===== src/rtl/mem_bus_arbiter_pkg.sv =====
// Shared definitions for the two-requester RAM arbiter: owner state
// encodings, requester ids and default bus widths.
package mem_bus_arbiter_pkg;

  localparam int ADDR_W_DEF   = 8;
  localparam int DATA_W_DEF   = 16;
  localparam int LOCK_MAX_DEF = 4;

  // Owner FSM encodings double as the value driven on the owner port.
  localparam logic [1:0] ST_IDLE     = 2'b00;
  localparam logic [1:0] ST_CPU_LOCK = 2'b01;
  localparam logic [1:0] ST_DBG_LOCK = 2'b10;

  // Requester ids used by the read tag and the last-winner pointer.
  localparam logic REQ_CPU = 1'b0;
  localparam logic REQ_DBG = 1'b1;

endpackage


===== src/rtl/mem_bus_arbiter_pick.sv =====
// Combinational grant selection for the RAM arbiter. A locked owner keeps
// the port until its lock count reaches LOCK_MAX while the other side waits.
// In IDLE a tie goes to the side opposite the last winner; the top ties
// last_winner to the dbg id when round-robin is not built, which turns this
// into fixed cpu priority without any change here.
module mem_arb_pick
  import mem_bus_arbiter_pkg::*;
#(
  parameter int LOCK_MAX = LOCK_MAX_DEF,
  parameter int CNT_W    = $clog2(LOCK_MAX + 1)
) (
  input  logic             cpu_req,
  input  logic             dbg_req,
  input  logic [1:0]       state,
  input  logic [CNT_W-1:0] lock_cnt,
  input  logic             last_winner,
  output logic             cpu_gnt,
  output logic             dbg_gnt
);

  logic at_limit;

  assign at_limit = (lock_cnt >= CNT_W'(LOCK_MAX));

  // Choose at most one winner from the current owner state and requests.
  always_comb begin
    cpu_gnt = 1'b0;
    dbg_gnt = 1'b0;
    case (state)
      ST_CPU_LOCK: begin
        if (cpu_req && !(at_limit && dbg_req)) cpu_gnt = 1'b1;
        else if (dbg_req)                      dbg_gnt = 1'b1;
      end
      ST_DBG_LOCK: begin
        if (dbg_req && !(at_limit && cpu_req)) dbg_gnt = 1'b1;
        else if (cpu_req)                      cpu_gnt = 1'b1;
      end
      default: begin
        if (cpu_req && dbg_req) begin
          if (last_winner == REQ_CPU) dbg_gnt = 1'b1;
          else                        cpu_gnt = 1'b1;
        end else begin
          cpu_gnt = cpu_req;
          dbg_gnt = dbg_req;
        end
      end
    endcase
  end

endmodule


===== src/rtl/mem_bus_arbiter.sv =====
// Two-requester arbiter sharing a single-port synchronous RAM between the
// CPU port and a debug/loader port. The winner is registered onto the RAM
// port; read data is routed back two edges after acceptance using a tag.
// Optional feature: define MEM_ARB_RR_EN for round-robin tie breaking in
// IDLE; otherwise the cpu always wins ties.
module mem_bus_arbiter
  import mem_bus_arbiter_pkg::*;
#(
  parameter int ADDR_W   = ADDR_W_DEF,
  parameter int DATA_W   = DATA_W_DEF,
  parameter int LOCK_MAX = LOCK_MAX_DEF
) (
  input  logic              clk,
  input  logic              reset,
  input  logic              cpu_req,
  input  logic              cpu_write,
  input  logic [ADDR_W-1:0] cpu_addr,
  input  logic [DATA_W-1:0] cpu_wdata,
  input  logic              cpu_lock,
  output logic              cpu_gnt,
  output logic              cpu_rvalid,
  output logic [DATA_W-1:0] cpu_rdata,
  input  logic              dbg_req,
  input  logic              dbg_write,
  input  logic [ADDR_W-1:0] dbg_addr,
  input  logic [DATA_W-1:0] dbg_wdata,
  input  logic              dbg_lock,
  output logic              dbg_gnt,
  output logic              dbg_rvalid,
  output logic [DATA_W-1:0] dbg_rdata,
  output logic [ADDR_W-1:0] mem_addr,
  output logic              mem_write,
  output logic [DATA_W-1:0] mem_din,
  input  logic [DATA_W-1:0] mem_dout,
  output logic [1:0]        owner
);

  localparam int CNT_W = $clog2(LOCK_MAX + 1);

  logic [1:0]        state, state_nxt;
  logic [CNT_W-1:0]  lock_cnt, cnt_nxt;
  logic              last_winner;
  logic              any_gnt;
  logic              win_write;
  logic [ADDR_W-1:0] win_addr;
  logic [DATA_W-1:0] win_wdata;
  logic              rd_pend, rd_tag;
  logic              rv_q, rv_tag;

  mem_arb_pick #(
    .LOCK_MAX (LOCK_MAX),
    .CNT_W    (CNT_W)
  ) u_pick (
    .cpu_req     (cpu_req),
    .dbg_req     (dbg_req),
    .state       (state),
    .lock_cnt    (lock_cnt),
    .last_winner (last_winner),
    .cpu_gnt     (cpu_gnt),
    .dbg_gnt     (dbg_gnt)
  );

  assign any_gnt   = cpu_gnt | dbg_gnt;
  assign win_write = dbg_gnt ? dbg_write : cpu_write;
  assign win_addr  = dbg_gnt ? dbg_addr  : cpu_addr;
  assign win_wdata = dbg_gnt ? dbg_wdata : cpu_wdata;

  // A locked accept enters or stays in that side's lock state; the counter
  // restarts at 1 on entry and saturates at LOCK_MAX; anything else is IDLE.
  always_comb begin
    state_nxt = ST_IDLE;
    cnt_nxt   = '0;
    if (cpu_gnt && cpu_lock) begin
      state_nxt = ST_CPU_LOCK;
      if (state != ST_CPU_LOCK)                cnt_nxt = CNT_W'(1);
      else if (lock_cnt == CNT_W'(LOCK_MAX))   cnt_nxt = lock_cnt;
      else                                     cnt_nxt = lock_cnt + CNT_W'(1);
    end else if (dbg_gnt && dbg_lock) begin
      state_nxt = ST_DBG_LOCK;
      if (state != ST_DBG_LOCK)                cnt_nxt = CNT_W'(1);
      else if (lock_cnt == CNT_W'(LOCK_MAX))   cnt_nxt = lock_cnt;
      else                                     cnt_nxt = lock_cnt + CNT_W'(1);
    end
  end

  // Owner state and lock counter registers.
  always_ff @(posedge clk or posedge reset) begin
    if (reset) begin
      state    <= ST_IDLE;
      lock_cnt <= '0;
    end else begin
      state    <= state_nxt;
      lock_cnt <= cnt_nxt;
    end
  end

`ifdef MEM_ARB_RR_EN
  // Remember who won last so the next IDLE tie goes to the other side.
  always_ff @(posedge clk or posedge reset) begin
    if (reset)        last_winner <= REQ_DBG;
    else if (cpu_gnt) last_winner <= REQ_CPU;
    else if (dbg_gnt) last_winner <= REQ_DBG;
  end
`else
  // Pinning the pointer to dbg makes every IDLE tie resolve to the cpu.
  assign last_winner = REQ_DBG;
`endif

  // Register the winning access onto the RAM port; the address and write
  // data hold when nothing is accepted, but the write strobe always drops.
  always_ff @(posedge clk or posedge reset) begin
    if (reset) begin
      mem_addr  <= '0;
      mem_din   <= '0;
      mem_write <= 1'b0;
    end else begin
      mem_write <= any_gnt & win_write;
      if (any_gnt) begin
        mem_addr <= win_addr;
        mem_din  <= win_wdata;
      end
    end
  end

  // Two-stage read tag pipeline matching the RAM's one-cycle read latency.
  always_ff @(posedge clk or posedge reset) begin
    if (reset) begin
      rd_pend <= 1'b0;
      rd_tag  <= REQ_CPU;
      rv_q    <= 1'b0;
      rv_tag  <= REQ_CPU;
    end else begin
      rd_pend <= any_gnt & ~win_write;
      rd_tag  <= dbg_gnt ? REQ_DBG : REQ_CPU;
      rv_q    <= rd_pend;
      rv_tag  <= rd_tag;
    end
  end

  assign cpu_rvalid = rv_q & (rv_tag == REQ_CPU);
  assign dbg_rvalid = rv_q & (rv_tag == REQ_DBG);
  assign cpu_rdata  = cpu_rvalid ? mem_dout : '0;
  assign dbg_rdata  = dbg_rvalid ? mem_dout : '0;
  assign owner      = state;

endmodule


===== config.mk =====
export PLATFORM = sky130hd
export DESIGN_NAME = mem_bus_arbiter
export DESIGN_NICKNAME = d
export VERILOG_FILES = /design/src/rtl/mem_bus_arbiter_pkg.sv /design/src/rtl/mem_bus_arbiter_pick.sv /design/src/rtl/mem_bus_arbiter.sv
export SDC_FILE = /design/constraint.sdc
export NUM_CORES = 1
export LEC_CHECK = 0
export BUFFER_PORTS_ARGS = -buffer_cell sky130_fd_sc_hd__buf_2
export CAP_MARGIN = 20
export CORE_ASPECT_RATIO = 0.6
export CORE_UTILIZATION = 46
export CTS_CLUSTER_DIAMETER = 80
export CTS_CLUSTER_SIZE = 25
export DETAILED_ROUTE_END_ITERATION = 12
export GPL_TIMING_DRIVEN = 0
export PLACE_DENSITY = 0.85
export SYNTH_ARGS = -nofsm -noshare
export SYNTH_HDL_FRONTEND = slang
export SYNTH_SLANG_ARGS = --single-unit

===== constraint.sdc =====
create_clock -name clk -period 3.1 [get_ports clk]
set_input_delay 0.155 -clock clk [delete_from_list [all_inputs] [get_ports clk]]
set_output_delay 0.155 -clock clk [all_outputs]
set_load 0.05 [all_outputs]

### Word-level counts from Yosys, hierarchy flattened

Cells that the tools add are included.
W data, S select, Z words.

| storage, ports and cells | value |
|---|---|
| logic and storage cells | 55 |
| flip-flop bits (word level) | 34 |

| operators by class | value |
|---|---|
| $add $sub $neg | 1 |
| order comparisons | 1 |
| bitwise operators | 7 |
| mux-type cells | 23 |
| eq/ne operators | 5 |
| reduce and logical (&&, ||, !) cells | 9 |

Operators by type and width:

| operator | number |
|---|---|
| $mux W16 | 3 |
| $mux W3 | 5 |
| $mux W1 | 10 |
| $mux W8 | 1 |
| $logic_and A1 B1 Y1 | 7 |
| $and A1 B1 Y1 | 4 |
| $mux W2 | 2 |
| $pmux W1 S2 | 2 |
| $add A3 B1 Y3 const B | 1 |
| $eq A3 B3 Y1 const B | 1 |
| $ge A3 B3 Y1 const B | 1 |
| $eq A2 B1 Y1 const B | 1 |
| $eq A2 B2 Y1 const B | 1 |
| $logic_not A1 Y1 | 2 |
| $ne A2 B1 Y1 const B | 1 |
| $ne A2 B2 Y1 const B | 1 |
| $not A1 Y1 | 2 |
| $or A1 B1 Y1 | 1 |

### Logic depth before layout (Yosys ltp)

Gate-level depths: netlist of run 1.

| logic depth | value |
|---|---|
| depth after elaboration | 9 |
| gate-level depth with buffers | 8 |

### Cells and area by module

From an unflattened synthesis of run 1, not the netlist that was laid out.

| unflattened totals | value |
|---|---|
| cells, all modules | 190 |
| area, all modules | 1,880.6 µm² |

Modules (own cells, without submodules):

| module | instances | sequential area each (µm²) | cells an instance | area an instance (µm²) |
|---|---|---|---|---|
| mem_bus_arbiter | 1 | 850.8 | 177 | 1,781.7 |
| mem_arb_pick | 1 | 0.0 | 13 | 98.8 |

### Worst setup path before layout of run 1

Ideal clock, no wire load.

| path | value |
|---|---|
| path type | reg-to-output |
| from | register state[0] (netlist: owner[0]) |
| to | output port cpu_gnt |
| arrival | 2,112 ps |
| slack | 833 ps |
| cell stages (with the launch flop) | 7 |
| data required time | 2,945 ps |
| buffers on the path | 1 |
| cells stage by stage | dfrtp_1 > inv_1 > ha_1 > nor2_1 > o21a_2 > buf_4 > nor2_1 |

| on the way | value |
|---|---|
| longest elaborated chain between the ends | 2 |

RTL lines:

| element | RTL line | text |
|---|---|---|
| from (decl) | mem_bus_arbiter.sv:40 | `logic [1:0] state, state_nxt;` |
| from (signal assigned) | mem_bus_arbiter.sv:92 | `state <= state_nxt;` |
| $eq A2 B2 Y1 or $eq A2 B1 Y1 (tied branches) | mem_bus_arbiter_pick.sv:29 | `case (state)` |
| $pmux W1 S2 * | mem_bus_arbiter_pick.sv:29 |  |
| to (decl) | mem_bus_arbiter.sv:20 | `output logic cpu_gnt,` |

Every way passes the cells marked *; elsewhere a longest branch is shown, timed or not.

### Final worst setup path of run 1

| path | value |
|---|---|
| from | register state[1] (netlist: owner[1]) |
| to | output port dbg_gnt |

| on the way | value |
|---|---|
| longest elaborated chain between the ends | 2 |

RTL lines:

| element | RTL line | text |
|---|---|---|
| $eq A2 B2 Y1 or $eq A2 B1 Y1 (tied branches) | mem_bus_arbiter_pick.sv:29 |  |
| $pmux W1 S2 * | mem_bus_arbiter_pick.sv:29 |  |
| to (decl) | mem_bus_arbiter.sv:28 | `output logic dbg_gnt,` |

Marks and branches as above.

==> results of run 1 <==
## metal layers
metal	GRT usage, %	vias to the layer above
met5	0	-
met4	9.409	0
met3	5.675	8
met2	42.56	149
met1	41.35	1182
li1	-	1172
## stage by stage
step | total power [uW] | hold slack [ns] | utilization [%] | worst slack, ns
global placement | 1228 | 0.3320 | 66.67 | 1.183
global route | 1657 | 0.07503 | 69.73 | 0.6804
floorplan | 1045 | 0.2448 | - | 0.8325
CTS | 1583 | 0.07299 | 69.73 | 0.7893
detailed placement | 1245 | 0.3056 | 67.32 | 1.115
finish | 1583 | 0.08099 | 69.73 | 0.8067
## cells by family (layout without fill, tap and decap cells)
logic type	Yosys count	after routing	share of synthesized area (%)
xor gates and xnor gates	1	1	0.4248
adders and majority gates	4	4	2.427
buffers and inverters	29	173	6.614
muxes	2	2	1.032
DFF	34	34	41.26
AOI/OAI and AO/OA	62	62	18.39
and+or+nand+nor	104	104	29.85
## worst paths after layout
check	endpoint	slack, ns	cells after the start
max in group asynchronous	mem_din[10]	1.99	4
hold reg to reg	rv_q	0.35	0
setup / recovery	dbg_gnt	0.81	6
min in group asynchronous	mem_din[13]	0.56	3
setup reg to reg	mem_din[11]	1.09	7
hold / removal	rd_pend	0.08	2
## worst reg2reg max path: stages, from the launching register on
cell	delay (ns)
dfrtp_1	0.37
inv_1	0.05
ha_1	0.35
nor2_1	0.31
o21ai_1	0.19
nand3_2	0.21
buf_2	0.27
a31oi_1	0.12
## synthesized netlist by cell type, drive strengths merged
master and instances:
dfrtp 34, o21ai 29, nand3 27, a31oi 24, nor4 24, and2 17
and3 16, buf 13, inv 9, clkbuf 7, nor2b 5, ha 4
nand4 4, nor2 4, o21a 4, nand2 3, nand2b 2, o31ai 2
a211oi 1, a21oi 1, a311oi 1, and4b 1, mux2 1, mux2i 1
or3 1, xnor2 1
## flip-flops by register name (all words and copies together), names as in the netlist
register / cells
rd_tag: 1
mem_din: 16
mem_addr: 8
lock_cnt: 3
rd_pend: 1
rv_tag: 1
rv_q: 1
mem_write: 1
owner: 2
## area by class of cell
cell class | count | area [um2] | area share (%)
Clock inverter | 1 | 5.005 | 0.1704
Sequential cell | 34 | 850.8 | 28.97
Buffer | 20 | 102.6 | 3.494
Tap cell | 60 | 75.07 | 2.556
Inverter | 9 | 33.78 | 1.150
Multi-Input combinational cell | 173 | 1075 | 36.60
Clock buffer | 7 | 86.33 | 2.940
Timing Repair Buffer | 136 | 708.2 | 24.12
## power by group
group / switching (uW) / leakage, uW / internal (uW)
Sequential: 40.9 / 0.000417 / 514
Clock: 160 / 0.0000482 / 179
Combinational: 508 / 0.00107 / 180
Total: 709 / 0.00154 / 874
==> key figures, run 1 <==
Final layout
  – Layout cell share with drive strength beyond 1: 43.16%
  – Commonest non-fill, non-tap cell in the layout: buf_2
  – Most frequent cells in the layout: buf_2 (144), dfrtp_1 (34), nand3_1 (25)
  – Number of antenna diodes: 0
  – Filler cells: 349
  – Nets@finish: 455
  – Final Non-Filler Cells: 440
  – Area growth, synth to finish: 42.42%
  – Final instance area: 2937 um2

Clock network
  – Total CTS buffers: 5
  – Worst-case clock buffer depth: 2
  – Clock Latency Late Sink: 0.29 ns
  – Setup Buffers After CTS: 0
  – CTS-repair resized insts: 0
  – Clock root cell: clkbuf_8
  – CTS Hold Bufs: 1
  – CTS tree: yes
  – Htree depth: 2
  – Worst-path clk slew: 0.07 ns
  – Clk sink count: 34

Logic synthesis
  – Post-synthesis average cell area: 8.737 um2
  – Cell taking the most area after synthesis: dfrtp_1
  – Synth area leaders: dfrtp_1 (41%), a31oi_1 (7.3%), nor4_1 (7.3%), nand3_1 (6.1%), o21ai_0 (5.8%)
  – Yosys cell types: 35
  – Yosys top cell area share: 41.26%
  – Syn_nets: 312
  – Cell count after synthesis: 236
  – Sequential-to-total area share from yosys stat: 41.26%
  – Yosys reg bits: 34
  – Combined area of all synthesized cells: 2062 um2
  – Synth warn: 0

Hold path
  – Tightest Hold Check Type: input pin to flop
  – HP Start: dbg_write

Placement
  – Gp weighted congestion: 0.8834
  – Dpl cell area: 2835 um2
  – Placed Instances: 431
  – PortBufs: 134
  – Post-DP HPWL: 5.125 mm

Die
  – Die X: 88.44 um
  – Die height: 53.86 um
  – # IOs: 135
  – Row Count: 18
  – Core area: 4212 um2
  – Initial core utilization: 48.96%
  – Die area: 4763 um2

Drt
  – DRT Wirelength: 6.691 mm
  – Vias per cell: 5.707
  – Drt first pass iters: 5
  – Via count: 2511
  – Metal3 WL: 617 um
  – Top layer in use: met4
  – WL met2: 2.914 mm
  – WL met1: 3.102 mm
  – Detail Route Antenna Nets: 0
  – Iter 0 DRT Violations: 143
  – Avg WL per Cell: 15.21 um
  – Remaining DRCs: 0

STA
  – Crit share post-route: 73.98%
  – Worst-margin pin slew: 0.7475 ns
  – Fin Clk Skew: 0.009559 ns
  – Final hold violation count: 0
  – # setup viols final: 0
  – Worst slew margin: 50.11%
  – Setup TNS: 0 ns
  – Tmin final: 2.293 ns
  – Final-report max-slew violation count: 0
  – Fmax: 436.0 MHz
  – Unrepaired setup endpoints after global routing: false

Critical path
  – Worst path max stage delay: 0.41 ns
  – Worst R2R Start: owner[0]
  – WS Path Type: flop to primary output
  – WP data required: 2.94 ns
  – Buf+Inv Stages, Crit Path: 2
  – Critical path data arrival time: 2.14 ns
  – CP Max Fanout: 8
  – Crit-path cells: ha_1 > nor2_1 > o21ai_1 > nand3_2 > inv_1 > buf_2
  – Top delay family on crit path: buffers and inverters
  – Startpoint types: flop
  – Critical Path Sink Type: primary output
  – Worst setup path startpoint: owner[1]
  – Worst path slowest cell: dfrtp_1

GRT
  – Gr usage total: 28.43%
  – Vias in the first global route: 2124
  – Initial antenna violation count: 0
  – First-pass GRT wire length: 10.01 mm
  – Largest net degree at the start of global routing: 20
  – Remaining Overflow, GRT: 0

Run
  – Max-Cap Viols: 0

Power
  – Max VDD drop: 0.3953 mV
  – P per Cell Area: 539.0 nW/um2
  – Leak: 0.001536 uW

Outcome
  – Status: complete, no violations
No activity file was read; power rests on OpenSTA's default activity.
==> run 2: changes to the inputs <==
--- a/config.mk
+++ b/config.mk
@@ -5,15 +5,16 @@
 export SDC_FILE = /design/constraint.sdc
 export NUM_CORES = 1
 export LEC_CHECK = 0
+export ABC_AREA = 1
 export BUFFER_PORTS_ARGS = -buffer_cell sky130_fd_sc_hd__buf_2
 export CAP_MARGIN = 20
 export CORE_ASPECT_RATIO = 0.6
-export CORE_UTILIZATION = 46
+export CORE_UTILIZATION = 42
 export CTS_CLUSTER_DIAMETER = 80
 export CTS_CLUSTER_SIZE = 25
 export DETAILED_ROUTE_END_ITERATION = 12
 export GPL_TIMING_DRIVEN = 0
-export PLACE_DENSITY = 0.85
+export PLACE_DENSITY = 0.79
 export SYNTH_ARGS = -nofsm -noshare
 export SYNTH_HDL_FRONTEND = slang
 export SYNTH_SLANG_ARGS = --single-unit
==> constraint.sdc (replaced) <==
create_clock -name clk -period 2.3 [get_ports clk]
set_input_delay 0.115 -clock clk [delete_from_list [all_inputs] [get_ports clk]]
set_output_delay 0.115 -clock clk [all_outputs]
set_load 0.05 [all_outputs]
==> run 2 against run 1 <==
Critical path depth grew 2; die area up 7.4%; sequential power up 34%; setup slack got worse by 0.65 ns; core utilization shrank 6.4 points; register-to-register slack worse by 0.75 ns; worst hold slack improved by 0.010 ns; wire length fell by 15%; sequential share of layout area grew 0.17 points.
==> key figures, run 2 <==
Logic synthesis
  – Most frequent cells after synthesis: nand2_1 (143), nor2_1 (37), dfrtp_1 (34)
  – Cell count after synthesis: 306
  – Yosys reg bits: 34
  – Synth warn: 0
  – Yosys top cell area share: 42.00%
  – Post-synthesis average cell area: 6.620 um2
  – Combined area of all synthesized cells: 2026 um2
  – Commonest register cell after synthesis: dfrtp_1
  – EDFF count, synth: 0
  – Yosys cell types: 19
  – Syn_nets: 382
  – Most frequent cell after synthesis: nand2_1
  – Sequential-to-total area share from yosys stat: 42.00%
  – Asr flop ratio synth: 100.0%
  – Cell taking the most area after synthesis: dfrtp_1
  – Synth area leaders: dfrtp_1 (42%), nand2_1 (26%), nand3_1 (7.7%), nor2_1 (6.9%), inv_1 (5.9%)

Die
  – Row Count: 19
  – Die X: 91.66 um
  – Initial core utilization: 43.92%
  – Core area: 4612 um2
  – Die height: 55.80 um
  – # IOs: 135
  – Die area: 5114 um2

Hold path
  – Tightest Hold Check Type: input pin to flop

GRT
  – First-pass GRT wire length: 9.384 mm
  – Largest net degree at the start of global routing: 21
  – Remaining Overflow, GRT: 0
  – Gr usage total: 23.22%
  – Vias in the first global route: 2099
  – Initial antenna violation count: 0

Clock network
  – Clk sink count: 34
  – CTS tree: yes
  – Worst-case clock buffer depth: 2
  – Clock Latency Late Sink: 0.29 ns
  – Htree depth: 2
  – Total CTS buffers: 5
  – Worst-path clk slew: 0.07 ns
  – Clock root cell: clkbuf_8

Drt
  – Iter 0 DRT Violations: 103
  – Remaining DRCs: 0
  – Via count: 2343
  – Detail Route Antenna Nets: 0
  – DRT Wirelength: 5.711 mm
  – Drt first pass iters: 4
  – Avg WL per Cell: 11.13 um
  – Vias per cell: 4.567

Final layout
  – Max reg flops: 16
  – Layout cell share with drive strength beyond 1: 35.56%
  – Leading registers by flop count: mem_din x16, mem_addr x8, lock_cnt x3
  – Final instance area: 2919 um2
  – Nets@finish: 525
  – Commonest non-fill, non-tap cell in the layout: nand2_1
  – Number of antenna diodes: 0
  – Largest reg by FF count: mem_din
  – Most frequent cells in the layout: nand2_1 (143), buf_2 (142), nor2_1 (36)
  – Area growth, synth to finish: 44.10%

Critical path
  – WP data required: 2.18 ns
  – Critical path data arrival time: 2.03 ns
  – Startpoint types: flop
  – WS Path Type: flop to primary output
  – CP Max Fanout: 11
  – Critical Path Sink Type: primary output

STA
  – Fmax: 467.0 MHz
  – Setup TNS: 0 ns
  – Final hold violation count: 0
  – Fin Clk Skew: 0.006845 ns
  – Crit share post-route: 93.11%
  – Final-report max-slew violation count: 0
  – # setup viols final: 0
  – Worst-margin pin slew: 0.6437 ns
  – Unrepaired setup endpoints after global routing: false
  – Fin worst setup slack: 0.1585 ns
  – Tmin final: 2.142 ns
  – Worst slew margin: 57.04%

Placement
  – PortBufs: 134
  – Dpl cell area: 2805 um2
  – Post-DP HPWL: 4.498 mm
  – Gp weighted congestion: 0.8329
  – Dpl ws: 0.2434 ns

Outcome
  – Status: complete, no violations

Power
  – Leak: 0.001901 uW
  – Max VDD drop: 0.4181 mV
  – Tot Pwr: 2124 uW
  – P per Cell Area: 727.6 nW/um2

Run
  – Max-Cap Viols: 0
[run 2: changes by cell type after synthesis, sizes merged, moves of 17 or more]
| cell | delta |
|---|---|
| nor2 | +34 |
| and2 | -17 |
| inv | +24 |
| nor4 | -24 |
| nand2 | +142 |
| a31oi | -24 |
| o21ai | -28 |
[run 2: logic make-up (layout without fill, tap and decap cells)]
group | Yosys count | count (layout) | share of synthesized area, %
buffers and inverters | 46 | 190 | 9.945
xor gates and xnor gates | 1 | 1 | 0.4324
DFF | 34 | 34 | 42.00
AOI/OAI and AO/OA | 4 | 4 | 1.359
adders and majority gates | 4 | 4 | 2.471
and+or+nand+nor | 217 | 217 | 43.79
[run 2: what timing repair did]
action / CTS / global route
endpoints found under the setup margin: 0 / 1
gates resized for setup: 0 / 1
hold endpoints to repair: 14 / 0
hold buffers: 1 / 0
setup buffers: 0 / 0
[run 2: worst paths after layout]
kind	startpoint	to	slack, ns	cells after the start
max in group asynchronous	reset	mem_din[7]	1.31	4
min reg2reg	rd_tag	rv_tag	0.35	0
min in group asynchronous	reset	mem_addr[2]	0.47	3
max reg2reg	owner[0]	mem_addr[5]	0.34	7
max	owner[1]	dbg_gnt	0.16	8
min	dbg_lock	owner[1]	0.09	3
[run 2: critical path: stages (launching register included)]
cell and delay [ns]:
dfrtp_1 0.40, inv_1 0.06, ha_1 0.31, nand3_1 0.11
nand2_1 0.09, nand2_2 0.14, nand2_4 0.14, buf_4 0.20
buf_2 0.28
[run 2: power by group]
part,switching [uW],internal (uW)
clock,221,241
sequential,52.3,691
combinational,687,231
total,961,1160
[run 2: per-stage QoR]
stage | hold WS [ns] | cells | util [%]
6_report | 0.09113 | 513 | 63.29
5_1_grt | 0.07852 | 513 | 63.29
4_1_cts | 0.08076 | 513 | 63.10
3_5_place_dp | 0.2280 | 504 | 60.82
3_3_place_gp | 0.3332 | 503 | 60.23
2_1_floorplan | 0.2373 | 306 | -
[run 2: per-layer routing]
metal | share of wire (%) | up-vias | wire [um] | track usage [%]
met3 | 8.0 | 2 | 457 | 6.557
met2 | 44 | 89 | 2528 | 38.78
met1 | 47 | 1047 | 2706 | 30.34
met5 | 0 | - | 0 | 0
li1 | - | 1205 | - | -
met4 | 0.33 | 0 | 19 | 4.762
[run 2: area by class of cell]
cell class                      count  area [um2]
Inverter                           33       123.9
Buffer                             13       77.57
Clock buffer                        6       82.58
Multi-Input combinational cell    226       984.7
Fill cell                         429        1693
Timing Repair Buffer              136       708.2
Tap cell                           63       78.83
Clock inverter                      2       12.51
Sequential cell                    34       850.8
